### src/rtl/mem_pkg.sv
// Shared types and constants for the memory access controller.
// Holds the RAM geometry (512 x 32), the wait-counter width and the
// controller state encoding used by mem_access_ctrl and mem_wait_counter.
package mem_pkg;

   localparam int unsigned ADDR_W = 9;
   localparam int unsigned DATA_W = 32;
   localparam int unsigned CNT_W  = 4;

   typedef logic [ADDR_W-1:0] addr_t;
   typedef logic [DATA_W-1:0] word_t;

   typedef enum logic [2:0] {
      IDLE,
      ISSUE,
      WAIT,
      CAPTURE,
      RESP
   } state_t;

endpackage

### src/rtl/mem_wait_counter.sv
// Loadable down-counter that times the extra RAM access cycles.
// Ports:
//   clock, reset_n : clock and synchronous active-low reset
//   load, load_val : load the counter with the number of wait cycles
//   done_c         : high in the last wait cycle (count == 1)
module mem_wait_counter
   import mem_pkg::*;
(
   input  logic             clock,
   input  logic             reset_n,
   input  logic             load,
   input  logic [CNT_W-1:0] load_val,
   output logic             done_c
);

   logic [CNT_W-1:0] count;

   // Count down to zero and stop there.
   always_ff @(posedge clock) begin
      if (!reset_n) begin
         count <= '0;
      end else if (load) begin
         count <= load_val;
      end else if (count != '0) begin
         count <= count - CNT_W'(1);
      end
   end

   assign done_c = (count == CNT_W'(1));

endmodule

### src/rtl/mem_access_ctrl.sv
// Memory access controller between the CPU control unit and a 512x32 RAM.
// Latches one request into MAR/MDR, pulses the RAM strobe for one cycle,
// captures read data into MDR and returns it over a valid/ready response.
// Optional feature: define MEM_CTRL_WAITSTATE_EN to insert WAIT_CYCLES
// access cycles between the strobe and the capture/response.
// Ports:
//   clock, reset_n          : clock, synchronous active-low reset
//   req_valid/req_ready     : request handshake (write flag, address, data)
//   rsp_valid/rsp_ready     : response handshake (write echo, MDR data)
//   ram_read/ram_write      : one-cycle RAM strobes
//   ram_address/ram_datain  : driven from MAR/MDR
//   ram_dataout             : RAM read data
//   busy                    : controller not in IDLE
module mem_access_ctrl
   import mem_pkg::*;
#(
   parameter int unsigned WAIT_CYCLES = 2
) (
   input  logic              clock,
   input  logic              reset_n,
   input  logic              req_valid,
   output logic              req_ready,
   input  logic              req_write,
   input  logic [ADDR_W-1:0] req_addr,
   input  logic [DATA_W-1:0] req_wdata,
   output logic              rsp_valid,
   input  logic              rsp_ready,
   output logic              rsp_write,
   output logic [DATA_W-1:0] rsp_rdata,
   output logic              ram_read,
   output logic              ram_write,
   output logic [ADDR_W-1:0] ram_address,
   output logic [DATA_W-1:0] ram_datain,
   input  logic [DATA_W-1:0] ram_dataout,
   output logic              busy
);

   if (WAIT_CYCLES > 15) begin : g_wait_range
      $error("WAIT_CYCLES must be in 0..15");
   end

   state_t state, state_n;
   addr_t  mar, mar_n;
   word_t  mdr, mdr_n;
   logic   flag, flag_n;
   logic   req_ready_n, ram_read_n, ram_write_n;
   logic   rsp_valid_n, rsp_write_n, busy_n;
   logic   access_done;

`ifdef MEM_CTRL_WAITSTATE_EN
   localparam logic [CNT_W-1:0] WAIT_LOAD = CNT_W'(WAIT_CYCLES);

   logic wait_load;
   logic wait_done_c;

   mem_wait_counter u_wait (
      .clock    (clock),
      .reset_n  (reset_n),
      .load     (wait_load),
      .load_val (WAIT_LOAD),
      .done_c   (wait_done_c)
   );
`endif

   // Next state and next registered outputs.
   always_comb begin
      state_n     = state;
      mar_n       = mar;
      mdr_n       = mdr;
      flag_n      = flag;
      req_ready_n = 1'b0;
      ram_read_n  = 1'b0;
      ram_write_n = 1'b0;
      rsp_valid_n = 1'b0;
      rsp_write_n = 1'b0;
      access_done = 1'b0;
`ifdef MEM_CTRL_WAITSTATE_EN
      wait_load   = 1'b0;
`endif

      case (state)
         IDLE: begin
            if (req_valid && req_ready) begin
               mar_n       = req_addr;
               flag_n      = req_write;
               if (req_write) begin
                  mdr_n = req_wdata;
               end
               // Strobe is registered so it is high exactly during ISSUE.
               ram_write_n = req_write;
               ram_read_n  = !req_write;
               state_n     = ISSUE;
            end else begin
               req_ready_n = 1'b1;
            end
         end
         ISSUE: begin
`ifdef MEM_CTRL_WAITSTATE_EN
            if (WAIT_CYCLES != 0) begin
               wait_load = 1'b1;
               state_n   = WAIT;
            end else begin
               access_done = 1'b1;
            end
`else
            access_done = 1'b1;
`endif
         end
`ifdef MEM_CTRL_WAITSTATE_EN
         WAIT: begin
            access_done = wait_done_c;
         end
`endif
         CAPTURE: begin
            mdr_n       = ram_dataout;
            rsp_valid_n = 1'b1;
            state_n     = RESP;
         end
         RESP: begin
            if (rsp_ready) begin
               req_ready_n = 1'b1;
               state_n     = IDLE;
            end else begin
               rsp_valid_n = 1'b1;
               rsp_write_n = flag;
            end
         end
         default: begin
            state_n = IDLE;
         end
      endcase

      // Access phase over: writes respond directly, reads capture first.
      if (access_done) begin
         if (flag) begin
            rsp_valid_n = 1'b1;
            rsp_write_n = 1'b1;
            state_n     = RESP;
         end else begin
            state_n = CAPTURE;
         end
      end

      busy_n = (state_n != IDLE);
   end

   // State and output registers.
   always_ff @(posedge clock) begin
      if (!reset_n) begin
         state     <= IDLE;
         mar       <= '0;
         mdr       <= '0;
         flag      <= 1'b0;
         req_ready <= 1'b0;
         ram_read  <= 1'b0;
         ram_write <= 1'b0;
         rsp_valid <= 1'b0;
         rsp_write <= 1'b0;
         busy      <= 1'b0;
      end else begin
         state     <= state_n;
         mar       <= mar_n;
         mdr       <= mdr_n;
         flag      <= flag_n;
         req_ready <= req_ready_n;
         ram_read  <= ram_read_n;
         ram_write <= ram_write_n;
         rsp_valid <= rsp_valid_n;
         rsp_write <= rsp_write_n;
         busy      <= busy_n;
      end
   end

   assign ram_address = mar;
   assign ram_datain  = mdr;
   assign rsp_rdata   = mdr;

endmodule

### config.mk
export PLATFORM = sky130hd
export DESIGN_NAME = mem_access_ctrl
export DESIGN_NICKNAME = d
export VERILOG_FILES = /design/src/rtl/mem_pkg.sv /design/src/rtl/mem_wait_counter.sv /design/src/rtl/mem_access_ctrl.sv
export SDC_FILE = /design/constraint.sdc
export NUM_CORES = 1
export LEC_CHECK = 0
export ABC_AREA = 1
export BUFFER_PORTS_ARGS = -buffer_cell sky130_fd_sc_hd__buf_2
export CAP_MARGIN = 20
export CORE_UTILIZATION = 43
export CTS_CLUSTER_SIZE = 8
export DETAILED_ROUTE_END_ITERATION = 7
export HOLD_SLACK_MARGIN = 0.08
export PLACE_DENSITY = 0.82
export SYNTH_ARGS = -nofsm -noshare
export SYNTH_HDL_FRONTEND = slang
export SYNTH_HIERARCHICAL = 1
export SYNTH_SLANG_ARGS = --single-unit
### constraint.sdc
create_clock -name clock -period 2.3 [get_ports clock]
set_clock_uncertainty 0.1 [all_clocks]
set_input_delay 0.69 -clock clock [delete_from_list [all_inputs] [get_ports clock]]
set_output_delay 0.69 -clock clock [all_outputs]
set_load 0.005 [all_outputs]
==> impl_metrics.json, run 1 <==
{
  "status": "finished clean",
  "worst_pin_slew_ns": 0.5910,
  "cts.sinks": 51,
  "ant_nets": 0,
  "required_ns": 2.40,
  "num_antenna_cells": 0,
  "endpoint_kind": "flip-flop",
  "drv_slew": 0,
  "worstSetupPathDepth": 9,
  "hp-class": "reg2reg",
  "cts_hold_buf": 0,
  "multi_input_area_mm2": 0.001005,
  "tns_ns": 0,
  "routed_wl_um": 5586,
  "place_inst": 603,
  "setup_violations": 0,
  "grt_use_total": 0.1677,
  "cts_buffers": 5,
  "dr.first_iter.drc_count": 47,
  "viasPerCell": 4.311,
  "combPwrFrac": 0.212,
  "area.sequential_mm2": 0.001021,
  "fin_nets": 613,
  "critPathBufInv": 1,
  "powerDensity_mw_per_mm2": 595.9,
  "ys_ff_latch": 51,
  "cp_top_family": "simple AND/OR/NAND/NOR gates",
  "reg2reg_from": "state[1]",
  "clk_latency_ns": 0.31,
  "yosys-top-cells-count": "nand2_1, nor2_1, inv_1",
  "yosysSeqAreaShare": 0.3835,
  "drc": 0,
  "yosys.area.top_type": "dfxtp_1",
  "synth_most_common_cell": "nand2_1",
  "io_pins": 157,
  "final_cells": 611,
  "die_h_um": 80.69,
  "gp_congestion": 0.7760,
  "die_x_um": 80.69,
  "p_int_mw": 1.378,
  "startpoint_type": "input port",
  "synth_edf_count": 0,
  "vias": 2634,
  "syn-cell-area_mm2": 0.002663,
  "cts.clk_slew.worst_paths_ns": 0.11,
  "synth_nets": 498,
  "rr_worst_depth": 6,
  "whs_path_depth": 2,
  "hold_end": "ram_address[7]",
  "crit_arrival_ns": 1.77,
  "pre_cts_slack_ns": 0.3095,
  "worstPathCellList": "buf_2, nand2_1, nor2_1, nand2_1, nand2_1, nand2_4, nand2_1, nand2_1, nor2_1",
  "max-vdd-ir-drop_uv": 414.9,
  "firstDrtPassIters": 4,
  "switching_share": 0.2974,
  "slew-limit-headroom": 0.6060,
  "worstPathMaxFanout": 64,
  "cts_tree": "done",
  "grt_max_degree": 65,
  "fin_crit_sh": 0.7281,
  "htreeDepth": 2,
  "finalPower_mw": 1.962,
  "grt_overflow_total": 0,
  "die-area_mm2": 0.006511,
  "grt_pass1_vias": 2175,
  "p_leak_nw": 2.155,
  "critical_path_class": "in2reg",
  "area_growth_pct": 23.64,
  "routedWlPerCell_um": 9.142,
  "p_switching_mw": 0.5834,
  "setup_ws_ns": 0.6253,
  "drive_above_1_share": 0.3228,
  "synth_top_area_frac": 0.3835,
  "r2r_setup_slack_ns": 0.69,
  "timing.max_cap.violations": 0,
  "cts_buffer_depth": 2,
  "rows": 28,
  "synth_cell_types": 19,
  "p_clk_frac": 0.278,
  "min_period_ns": 1.675,
  "antenna_found_initial": 0,
  "synthArstFlopShare": 0,
  "cp_common_cell": "nand2_1",
  "cpPeakStageDelay_ns": 0.43,
  "power_frac_seq": 0.511,
  "coreArea_mm2": 0.005956,
  "hold_viol_final": 0,
  "synth.avg_cell_area_um2": 6.339,
  "io_buffers": 156,
  "worstReg2RegEnd": "ram_datain[5]",
  "clock-root-buffer": "clkbuf_8",
  "min_from": "ram_address[7]",
  "postCtsSetupBuffers": 0,
  "slowest_stage": "nand2_4",
  "synth_cells": 420,
  "yosys_warnings": 6,
  "nFillCells": 607,
  "grt_setup_unrepaired": "no",
  "fmax_mhz": 597.1,
  "grt_pass1_wl_um": 8638,
  "synth_area_leaders": "dfxtp_1, nand2_1, nor2_1",
  "start_util": 0.4471,
  "post_cts_resized": 0,
  "hpwl_um": 4252,
  "synthFlopType": "dfxtp_1"
}
[power by group through the flow]
stage               logic (mW)  registers, mW  clock network [mW]
global route             0.484           1.01               0.601
detailed placement       0.421           1.02                   0
floorplan                0.286           1.03                   0
finish                   0.416           1.00               0.544
CTS                      0.422           1.00               0.565
global placement         0.406           1.02                   0
[layer usage]
layer	share of wire	global-route usage	vias to the layer above
met3	0.063	0.04318	4
met1	0.44	0.1781	1113
met2	0.49	0.3195	94
met5	0	0	-
met4	0.0091	0.05000	0
li1	-	-	1423
[worst max path at each step]
stage	slack, ns	to	from
2_1_floorplan	0.72	ram_datain[0]	req_valid
3_3_place_gp	0.39	ram_datain[0]	req_valid
3_5_place_dp	0.31	ram_datain[5]	req_valid
4_1_cts	0.63	ram_datain[8]	ram_datain[8]
5_1_grt	0.45	ram_datain[26]	req_valid
6_report	0.63	ram_datain[5]	req_valid
[state kept, by name, indices dropped and copies added (netlist names)]
name,count
busy,1
ram_address,9
req_ready,1
ram_datain,32
rsp_valid,1
state,3
ram_write,1
rsp_write,1
ram_read,1
flag,1
[layout make-up]
cell class                 instances  area share
sequential                        51      0.3101
multi-input combinational        246      0.3052
timing repair buffer             160      0.2463
inverter                          71     0.08096
tap                               75     0.02851
clock buffer                       5     0.02090
clock inverter                     3    0.007982
[kinds of logic after synthesis]
group | share of synthesized area
DFF | 0.3835
and+or+nand+nor | 0.2942
AOI/OAI and AO/OA | 0.08318
buffers and inverters | 0.2392
[worst register-to-register path, stage by stage (launching register included)]
cell	delay (ns)
dfxtp_1	0.35
nor2_2	0.18
nand3_1	0.14
nand2_4	0.45
nand2_1	0.15
nand2_1	0.08
nor2_1	0.04
[layout by cell type (no fill, tap or decap)]
cell / count
buf_2: 156
nand2_1: 105
nor2_1: 89
inv_1: 69
dfxtp_1: 51
o21ai_1: 23
o21ai_0: 19
clkbuf_8: 5
buf_4: 4
inv_2: 2
nand3_1: 2
nor3_1: 2
inv_6: 2
nand3_2: 1
nor2_2: 1
nand2_4: 1
nand3b_1: 1
a21oi_1: 1
o22ai_1: 1
clkinv_4: 1
[through the flow]
step             util  hold WS (ns)  area [um^2]
2_1_floorplan       -        0.3453         2663
3_3_place_gp   0.5368        0.3597         3197
3_5_place_dp   0.5368        0.3737         3197
4_1_cts        0.5527        0.3954         3292
5_1_grt        0.5527        0.4212         3292
6_report       0.5527        0.3957         3292
Power figures use the tool's default switching activity.
==> run 2: changes to the inputs <==
- ABC_AREA: 1 -> 0
- CORE_UTILIZATION: 43 -> 41
- PLACE_DENSITY: 0.82 -> 0.8
- clock period: 2.3 -> 1.5 ns (I/O delays scaled with it)
==> impl_metrics.json, run 2 <==
{
  "violations": "setup timing",
  "slowest_stage": "dfxtp_2",
  "timing.max_cap.violations": 0,
  "synth_most_common_cell": "dfxtp_1",
  "synth.avg_cell_area_um2": 9.564,
  "grt_max_degree": 41,
  "synth_nets": 384,
  "hold_viol_final": 0,
  "final_cell_mix": "buf_2, dfxtp_1, o21ai_0",
  "synthArstFlopShare": 0,
  "synth_area_leaders": "dfxtp_1, a2bb2oi_2, o221ai_1",
  "switching_share": 0.2848,
  "setup_ws_ns": -0.03058,
  "p_clk_frac": 0.279,
  "critical_path_class": "reg2reg",
  "worstPathMaxFanout": 6,
  "grt_overflow_total": 0,
  "drc": 0,
  "io_pins": 157,
  "dr.first_iter.drc_count": 89,
  "grt_pass1_wl_um": 13080,
  "num_antenna_cells": 0,
  "status": "finished, violations left",
  "die_x_um": 86.49,
  "final_common_cell": "buf_2",
  "vias": 2894,
  "ys_ff_latch": 51,
  "setup_violations": 20,
  "cp_top_family": "compound AO/OA/AOI/OAI gates",
  "clock-root-buffer": "clkbuf_8",
  "cts.sinks": 51,
  "p_leak_nw": 1.794,
  "drv_slew": 0,
  "htreeDepth": 2,
  "grt_pass1_vias": 2739,
  "synth_cells": 306,
  "yosys.area.top_type": "dfxtp_1",
  "startpoint_type": "flip-flop",
  "antenna_found_initial": 1,
  "endpoint_kind": "flip-flop",
  "hp-class": "in2reg",
  "largest_reg_flops": 32,
  "hpwl_um": 5945,
  "synth_edf_count": 0,
  "cpPeakStageDelay_ns": 0.34,
  "worstPathCellList": "or2_4, o32ai_4, buf_6, buf_12, a2bb2oi_2",
  "cts_hold_buf": 0,
  "cts_buffer_depth": 2,
  "worst_pin_slew_ns": 0.2906,
  "required_ns": 1.64,
  "yosys_warnings": 6,
  "crit_arrival_ns": 1.67,
  "synth_cell_types": 30,
  "min_period_ns": 1.531,
  "place_inst": 512,
  "die_h_um": 86.49,
  "utilization": 0.5740,
  "die-area_mm2": 0.007480,
  "synthFlopType": "dfxtp_1",
  "ant_nets": 0,
  "routedWlPerCell_um": 16.12,
  "grt_setup_unrepaired": "yes",
  "cts.clk_slew.worst_paths_ns": 0.09,
  "gp_congestion": 0.8248,
  "slew-limit-headroom": 0.8063,
  "clk_latency_ns": 0.30,
  "power_frac_seq": 0.441,
  "max-vdd-ir-drop_uv": 583.4,
  "finalPower_mw": 3.604,
  "fin_nets": 508,
  "rows": 30,
  "routed_wl_um": 8497,
  "p_int_mw": 2.578,
  "drive_above_1_share": 0.5522,
  "grt_use_total": 0.2219,
  "combPwrFrac": 0.280,
  "critPathBufInv": 2,
  "area_growth_pct": 33.99,
  "syn-cell-area_mm2": 0.002927,
  "yosysSeqAreaShare": 0.3489,
  "start_util": 0.4284,
  "yosys-top-cells-count": "dfxtp_1, o21ai_0, a21boi_0, buf_4, o221ai_1",
  "cts_tree": "done",
  "fin_crit_sh": 1.020,
  "fmax_mhz": 653.3,
  "viasPerCell": 5.491,
  "io_buffers": 156,
  "p_switching_mw": 1.027,
  "firstDrtPassIters": 5,
  "powerDensity_mw_per_mm2": 919.2,
  "pre_cts_slack_ns": -0.06095,
  "synth_top_area_frac": 0.3489,
  "coreArea_mm2": 0.006832,
  "final_cells": 527,
  "cts_buffers": 5
}
run 2: per-stage QoR:
step / TNS, ns / instance area [um^2] / hold WS (ns)
floorplan: 0 / 2927 / 0.3558
global route: -1.653 / 3921 / 0.2771
finish: -0.2764 / 3921 / 0.2824
CTS: -0.8205 / 3871 / 0.2793
global placement: -0.02780 / 3645 / 0.3579
detailed placement: -0.5379 / 3645 / 0.3667
run 2: what timing repair did:
action / 4_1_cts / 5_1_grt
cloned: 2 / 1
pin swaps: 1 / 1
resized for setup: 10 / 5
setup buffers: 3 / 1
hold endpoints to repair: 0 / 0
setup endpoints to repair: 32 / 32
run 2: worst paths after layout:
kind,to,startpoint,slack [ns],depth (start not counted)
worst max-delay path,ram_datain[12],state[1],-0.03,5
worst min-delay path,ram_address[6],req_addr[6],0.28,3
worst max register to register,ram_datain[12],state[1],-0.03,5
worst min register to register,ram_address[5],ram_address[5],0.38,2
run 2: cell type report:
cell class                      instances  area, um^2
Fill cell                             632        2910
Clock inverter                          2       35.03
Multi-Input combinational cell        183        1516
Sequential cell                        51        1031
Timing Repair Buffer                  187        1129
Tap cell                               96       120.1
Inverter                                2       7.507
Clock buffer                            6       82.58
run 2: power groups by stage:
stage          Clock [mW]  Combinational (mW)  Sequential, mW
2_1_floorplan           0               0.624            1.62
3_3_place_gp            0               0.925            1.62
3_5_place_dp            0               0.946            1.62
4_1_cts              1.02               0.996            1.59
5_1_grt              1.09                1.10            1.60
6_report             1.01                1.01            1.59
run 2: kinds of logic (layout without fill, tap and decap cells):
| family | count (synthesis) | in the layout | share of synthesized area |
|---|---|---|---|
| compound gates | 153 | 153 | 0.4455 |
| buf+inv | 72 | 197 | 0.1436 |
| flops | 51 | 51 | 0.3489 |
| simple gates | 30 | 30 | 0.06199 |
run 2: routing by layer:
layer / GRT usage / part of all wire
met2: 0.3939 / 0.50
met3: 0.04952 / 0.060
met4: 0.08182 / 0.019
met1: 0.2612 / 0.42
met5: 0 / 0.0012
run 2: worst register-to-register path, delay by kind of cell (launching register included):
kind | cells | cell delay [ns]
and+or+nand+nor | 1 | 0.26
buffers and inverters | 2 | 0.31
AOI/OAI and AO/OA | 2 | 0.46
DFF | 1 | 0.34
